**config.mk**
```make
export PLATFORM = sky130hd
export DESIGN_NAME = input_port_flat
export DESIGN_NICKNAME = d
export VERILOG_FILES = /design/src/rtl/input_port_pkg.sv /design/src/rtl/input_port_if.sv /design/src/rtl/input_port_fifo.sv /design/src/rtl/input_port.sv /design/src/flat_wrapper.sv
export SDC_FILE = /design/constraint.sdc
export NUM_CORES = 1
export LEC_CHECK = 0
export CAP_MARGIN = 0
export CORE_UTILIZATION = 54
export CTS_BUF_LIST = sky130_fd_sc_hd__clkbuf_2
export CTS_CLUSTER_DIAMETER = 80
export CTS_CLUSTER_SIZE = 25
export DETAILED_ROUTE_END_ITERATION = 12
export GPL_TIMING_DRIVEN = 0
export PLACE_DENSITY = 0.91
export RECOVER_POWER = 50
export SLEW_MARGIN = 15
export SYNTH_ARGS = -nofsm -noshare
export SYNTH_HDL_FRONTEND = slang
export SYNTH_HIERARCHICAL = 1
export SYNTH_SLANG_ARGS = --single-unit
```
**constraint.sdc**
```tcl
create_clock -name CLK -period 2.37 [get_ports CLK]
set_input_delay 0.474 -clock CLK [delete_from_list [all_inputs] [get_ports CLK]]
set_output_delay 0.474 -clock CLK [all_outputs]
set_load 0.05 [all_outputs]
```
**src/rtl/input_port_pkg.sv**
```systemverilog
// Shared defaults and sizing helpers for the input port.
package input_port_pkg;

    localparam int WIDTH_DEF = 8;
    localparam int DEPTH_DEF = 4;
    localparam int PTR_W_DEF = $clog2(DEPTH_DEF);

    // Pointer width for a buffer of the given (power-of-two) depth.
    function automatic int ptr_w(input int depth);
        return $clog2(depth);
    endfunction

endpackage

```
**src/rtl/input_port_if.sv**
```systemverilog
// Bundle of the external-source handshake, the W-bus drive and the status flags.
//
// Handshake: a byte moves from the source into the port on a rising edge where
// ext_valid and ext_ready are both high. ext_ready depends only on registered
// state, never on ext_valid. Once ext_valid is raised, the source holds it
// (and ext_data) until that edge. On the W-bus side, the head byte is taken
// on a rising edge where nEi is low and the port is not empty.
import input_port_pkg::*;

interface input_port_if #(
    parameter int WIDTH = WIDTH_DEF,
    parameter int DEPTH = DEPTH_DEF
);
    localparam int CW = ptr_w(DEPTH) + 1;

    logic [WIDTH-1:0] ext_data;
    logic             ext_valid;
    logic             ext_ready;
    logic             nEi;
    logic [WIDTH-1:0] wbus_out;
    logic             wbus_oe;
    logic             empty;
    logic             full;
    logic [CW-1:0]    count;
    logic             underrun;

    modport slave (
        input  ext_data, ext_valid, nEi,
        output ext_ready, wbus_out, wbus_oe, empty, full, count, underrun
    );

    modport master (
        output ext_data, ext_valid, nEi,
        input  ext_ready, wbus_out, wbus_oe, empty, full, count, underrun
    );

endinterface

```
**src/rtl/input_port_fifo.sv**
```systemverilog
// Circular byte buffer: storage array, head/tail pointers and occupancy count.
// Callers must never push when full nor pop when empty.
import input_port_pkg::*;

module input_port_fifo #(
    parameter int WIDTH = WIDTH_DEF,
    parameter int DEPTH = DEPTH_DEF
) (
    input  logic                        clk,
    input  logic                        rst_n,
    input  logic                        push,
    input  logic                        pop,
    input  logic [WIDTH-1:0]            wdata,
    output logic [WIDTH-1:0]            rdata,
    output logic [ptr_w(DEPTH):0]       count,
    output logic                        empty,
    output logic                        full
);
    localparam int PW = ptr_w(DEPTH);
    localparam int CW = PW + 1;

    logic [WIDTH-1:0] mem [DEPTH];
    logic [PW-1:0]    head_q;
    logic [PW-1:0]    tail_q;
    logic [CW-1:0]    count_q;

    // Pointers wrap naturally because DEPTH is a power of two; count tracks net occupancy.
    always_ff @(posedge clk or negedge rst_n) begin
        if (!rst_n) begin
            head_q  <= '0;
            tail_q  <= '0;
            count_q <= '0;
        end else begin
            if (push) tail_q <= tail_q + PW'(1);
            if (pop)  head_q <= head_q + PW'(1);
            case ({push, pop})
                2'b10:   count_q <= count_q + CW'(1);
                2'b01:   count_q <= count_q - CW'(1);
                default: count_q <= count_q;
            endcase
        end
    end

    // Storage is not reset; stale entries are unreachable once the pointers clear.
    always_ff @(posedge clk) begin
        if (push) mem[tail_q] <= wdata;
    end

    assign rdata = mem[head_q];
    assign count = count_q;
    assign empty = (count_q == '0);
    assign full  = (count_q == CW'(DEPTH));

endmodule

```
**src/rtl/input_port.sv**
```systemverilog
// Input port: buffers bytes from an external source and drives the head byte
// onto the W bus while nEi is low. Optional sticky underrun flag enabled by
// defining INPUT_PORT_UNDERRUN_FLAG_EN; otherwise underrun is tied low.
import input_port_pkg::*;

module input_port #(
    parameter int WIDTH = WIDTH_DEF,
    parameter int DEPTH = DEPTH_DEF
) (
    input  logic         CLK,
    input  logic         nCLR,
    input_port_if.slave  bus
);
    localparam int CW = ptr_w(DEPTH) + 1;

    logic             push;
    logic             pop;
    logic [WIDTH-1:0] head_data;
    logic [CW-1:0]    fifo_count;
    logic             fifo_empty;
    logic             fifo_full;

    // A byte pushed into an empty buffer is not visible until the next cycle,
    // so pop is qualified by the registered empty flag only.
    assign push = bus.ext_valid && !fifo_full;
    assign pop  = !bus.nEi && !fifo_empty;

    input_port_fifo #(
        .WIDTH (WIDTH),
        .DEPTH (DEPTH)
    ) u_fifo (
        .clk   (CLK),
        .rst_n (nCLR),
        .push  (push),
        .pop   (pop),
        .wdata (bus.ext_data),
        .rdata (head_data),
        .count (fifo_count),
        .empty (fifo_empty),
        .full  (fifo_full)
    );

    assign bus.ext_ready = !fifo_full;
    assign bus.wbus_oe   = pop;
    assign bus.wbus_out  = pop ? head_data : '0;
    assign bus.empty     = fifo_empty;
    assign bus.full      = fifo_full;
    assign bus.count     = fifo_count;

`ifdef INPUT_PORT_UNDERRUN_FLAG_EN
    logic underrun_q;

    // Sticky: set by any enable while empty, cleared only by reset.
    always_ff @(posedge CLK or negedge nCLR) begin
        if (!nCLR) begin
            underrun_q <= 1'b0;
        end else if (!bus.nEi && fifo_empty) begin
            underrun_q <= 1'b1;
        end
    end

    assign bus.underrun = underrun_q;
`else
    assign bus.underrun = 1'b0;
`endif

endmodule

```
**src/flat_wrapper.sv**
```systemverilog
// flat-port wrapper written by rule: the top's interface ports become plain ports
module input_port_flat 
#(
    parameter int WIDTH = WIDTH_DEF,
    parameter int DEPTH = DEPTH_DEF
)
  (CLK, nCLR, bus_ext_data, bus_ext_valid, bus_nEi, bus_ext_ready, bus_wbus_out, bus_wbus_oe, bus_empty, bus_full, bus_count, bus_underrun);
  input_port_if #(.WIDTH(WIDTH), .DEPTH(DEPTH)) bus_i ();
  input  logic CLK;
  input  logic nCLR;
  input wire logic [$bits(bus_i.ext_data)-1:0] bus_ext_data;
  input wire logic [$bits(bus_i.ext_valid)-1:0] bus_ext_valid;
  input wire logic [$bits(bus_i.nEi)-1:0] bus_nEi;
  output wire logic [$bits(bus_i.ext_ready)-1:0] bus_ext_ready;
  output wire logic [$bits(bus_i.wbus_out)-1:0] bus_wbus_out;
  output wire logic [$bits(bus_i.wbus_oe)-1:0] bus_wbus_oe;
  output wire logic [$bits(bus_i.empty)-1:0] bus_empty;
  output wire logic [$bits(bus_i.full)-1:0] bus_full;
  output wire logic [$bits(bus_i.count)-1:0] bus_count;
  output wire logic [$bits(bus_i.underrun)-1:0] bus_underrun;
  assign bus_i.ext_data = bus_ext_data;
  assign bus_i.ext_valid = bus_ext_valid;
  assign bus_i.nEi = bus_nEi;
  assign bus_ext_ready = bus_i.ext_ready;
  assign bus_wbus_out = bus_i.wbus_out;
  assign bus_wbus_oe = bus_i.wbus_oe;
  assign bus_empty = bus_i.empty;
  assign bus_full = bus_i.full;
  assign bus_count = bus_i.count;
  assign bus_underrun = bus_i.underrun;
  input_port #(.WIDTH(WIDTH), .DEPTH(DEPTH)) u_core (.CLK(CLK), .nCLR(nCLR), .bus(bus_i));
endmodule
```
==> impl_metrics.tcl <==
set metrics [dict create \
    outcome "finished, final reports clean" \
    antenna_found_initial 0 \
    fin_util_pct 70.6 \
    cts_tree "built" \
    dieArea_sq_mm 0.00338 \
    hold_viol 0 \
    rsz0062_at_grt "false" \
    yosys.area.top_type "edfxtp_1" \
    critPathTopFamily "multiplexers" \
    final_cells 168 \
    finClkSkew_ps 17.4 \
    ys_top_cells_by_area "edfxtp_1 (57%), mux4_2 (11%), dfrtp_1 (10%), nor3b_2 (5.9%), ha_1 (3.7%)" \
    antennaDiodeCount 0 \
    critPathBufInv 2 \
    nFillCells 198 \
    netlist.area_leader.share_pct 56.5 \
    whs_ps 393 \
    viasPerCell 5.17 \
    hpwl_mm 2.15 \
    max_freq_mhz 439 \
    relSlewSlack_pct 57.9 \
    drive_gt1_share_pct 32.5 \
    postSynthCellCount 93 \
    netlist_area_sq_mm 0.00170 \
    async_flop_share_pct 17.9 \
    drt_wl_total_mm 2.96 \
    seq_area_frac_synth_pct 66.8 \
    maxCapViolations 0 \
    clock_sinks 39 \
    first_pass_iters 4 \
    drc_errors 0 \
    areaGrowthSynthToFinish_pct 19.4 \
    tightest_slew_ps 631 \
    die_w_microns 58.1 \
    leakagePower_uw 0.000770 \
    dr_total_vias 868 \
    fin_crit_sh_pct 96.1 \
    grt_max_degree 12 \
    start_util_pct 59.1 \
    postCtsSetupBuffers 0 \
    end_kind "output port" \
    cts_buffer_depth 2 \
    power.density_mw_per_mm2 1270 \
    gp_congestion 0.707 \
    synth_edf_count 32 \
    clock_latency_ps 370 \
    synth-warning-count 6 \
    crit_arrival_ps 1800 \
    cts_inserted_buffers 5 \
    cp_slowest_cell "mux4_2" \
    synth.distinct_cells 21 \
    num_rows 19 \
    syn_nets 111 \
    ys.flop_type "edfxtp_1" \
    yosys.cell_count.top_type "edfxtp_1" \
    path_max_fanout 10 \
    avgSynthCellArea_sq_um 18.3 \
    drt-initial-drc-count 27 \
    htree_num_levels 2 \
    power_uw 2580 \
    pin_count 28 \
    synthTopCellsByCount "edfxtp_1 (32), mux4_2 (8), nor3b_2 (8)" \
    path_class "register to output port" \
    grt-ovfl-total 0 \
    track_usage_pct 20.6 \
    ir_drop_mv 0.787 \
    dp_cells 160 \
    cts-root-buf "clkbuf_2" \
    die_height_microns 58.1 \
    ys_ff_latch 39 \
    coreArea_sq_mm 0.00288 \
    worst_path_largest_cell_delay_ps 510 \
    nNetsFinal 143 \
    cp-start-kind "register" \
    postRouteAntennaNets 0 \
    clk_pin_slew_ps 180 \
    drv_slew 0 \
    finalSetupViolations 0 \
    grt_pass1_vias 1000 \
    io_buffers 25 \
    grt_pass1_wl_mm 4.64 \
    fin_crit_ps 2280 \
    cp_cell_sequence "buf_12 > mux4_2 > nor3b_2 > buf_2" \
    worstPathRequired_ps 1900 \
    hp-class "primary input to async pin" \
    wl_per_cell_microns 17.6 \
]
==> cells in the final DEF (no fill, tap or decap), drive strengths merged, types with 5 or more instances in the layout <==
cell and instances:
buf 12, clkbuf 7, dfrtp 7, dlygate4sd3 9, edfxtp 32, ha 5
inv 7, mux4 8, nor3b 8
==> path summary, 6_finish.rpt <==
kind                                         start                      end  slack [ps]  depth (start not counted)
max                        u_core/u_fifo/head_q[0]          bus_wbus_out[0]          90                          4
min                                           nCLR   u_core/u_fifo/count[1]         390                          1
max reg2reg                 u_core/u_fifo/count[1]   u_core/u_fifo/count[2]         200                         10
min reg2reg                u_core/u_fifo/tail_q[0]  u_core/u_fifo/tail_q[0]         550                          1
max in group asynchronous                     nCLR   u_core/u_fifo/count[2]        1710                          1
min in group CLK                           bus_nEi  u_core/u_fifo/head_q[0]         460                          3
==> state kept, by name, indices dropped and copies added, names as in the netlist <==
signal and flops:
u_core/u_fifo/count 3, u_core/u_fifo/head_q 2, u_core/u_fifo/mem 32, u_core/u_fifo/tail_q 2
==> area by class of cell <==
cell class	count	area [sq um]	share of cell area, %
buffer	5	55.1	2.71
clock buffer	6	30.0	1.48
clock inverter	2	7.51	0.370
inverter	7	26.3	1.29
multi-input combinational	42	512	25.2
sequential	39	1140	56.1
tap	42	52.6	2.59
timing repair buffer	25	208	10.2
==> what timing repair did <==
action / CTS / global route
gates resized for setup: 40 / 6
setup endpoints to repair: 12 / 2
cloned: 0 / 0
hold buffers: 0 / 0
pin swaps: 0 / 0
==> power breakdown <==
part	total [uW]	internal [uW]	switching, uW
registers	1030	932	95.5
logic	1290	498	790
clock network	262	71.0	191
==> per-layer routing <==
metal / track usage [%] / wire length [microns]
met5: 0 / 0
met4: 11.9 / 69
met3: 4.91 / 146
met2: 37.4 / 1740
met1: 21.7 / 1000
==> kinds of logic after synthesis <==
group,after synthesis,synth area share (%)
multiplexers,9,11.2
AND/OR/NAND/NOR,19,9.27
adder cells (fa/ha/maj),6,4.86
XOR/XNOR,6,3.09
AO/OA/AOI/OAI,1,0.294
buffers and inverters,12,4.27
other,1,0.221
flip-flops,39,66.8
==> metrics by stage <==
| stage | cell area [sq um] | setup slack [ps] | setup TNS [ps] |
|---|---|---|---|
| 2_1_floorplan | 1720 | 17.7 | 0 |
| 3_3_place_gp | 2030 | 26.0 | 0 |
| 3_5_place_dp | 2030 | -2.19 | -2.19 |
| 4_1_cts | 2020 | -169 | -169 |
| 5_1_grt | 2030 | 6.04 | 0 |
| 6_report | 2030 | 93.0 | 0 |
Power figures use the tool's default switching activity.
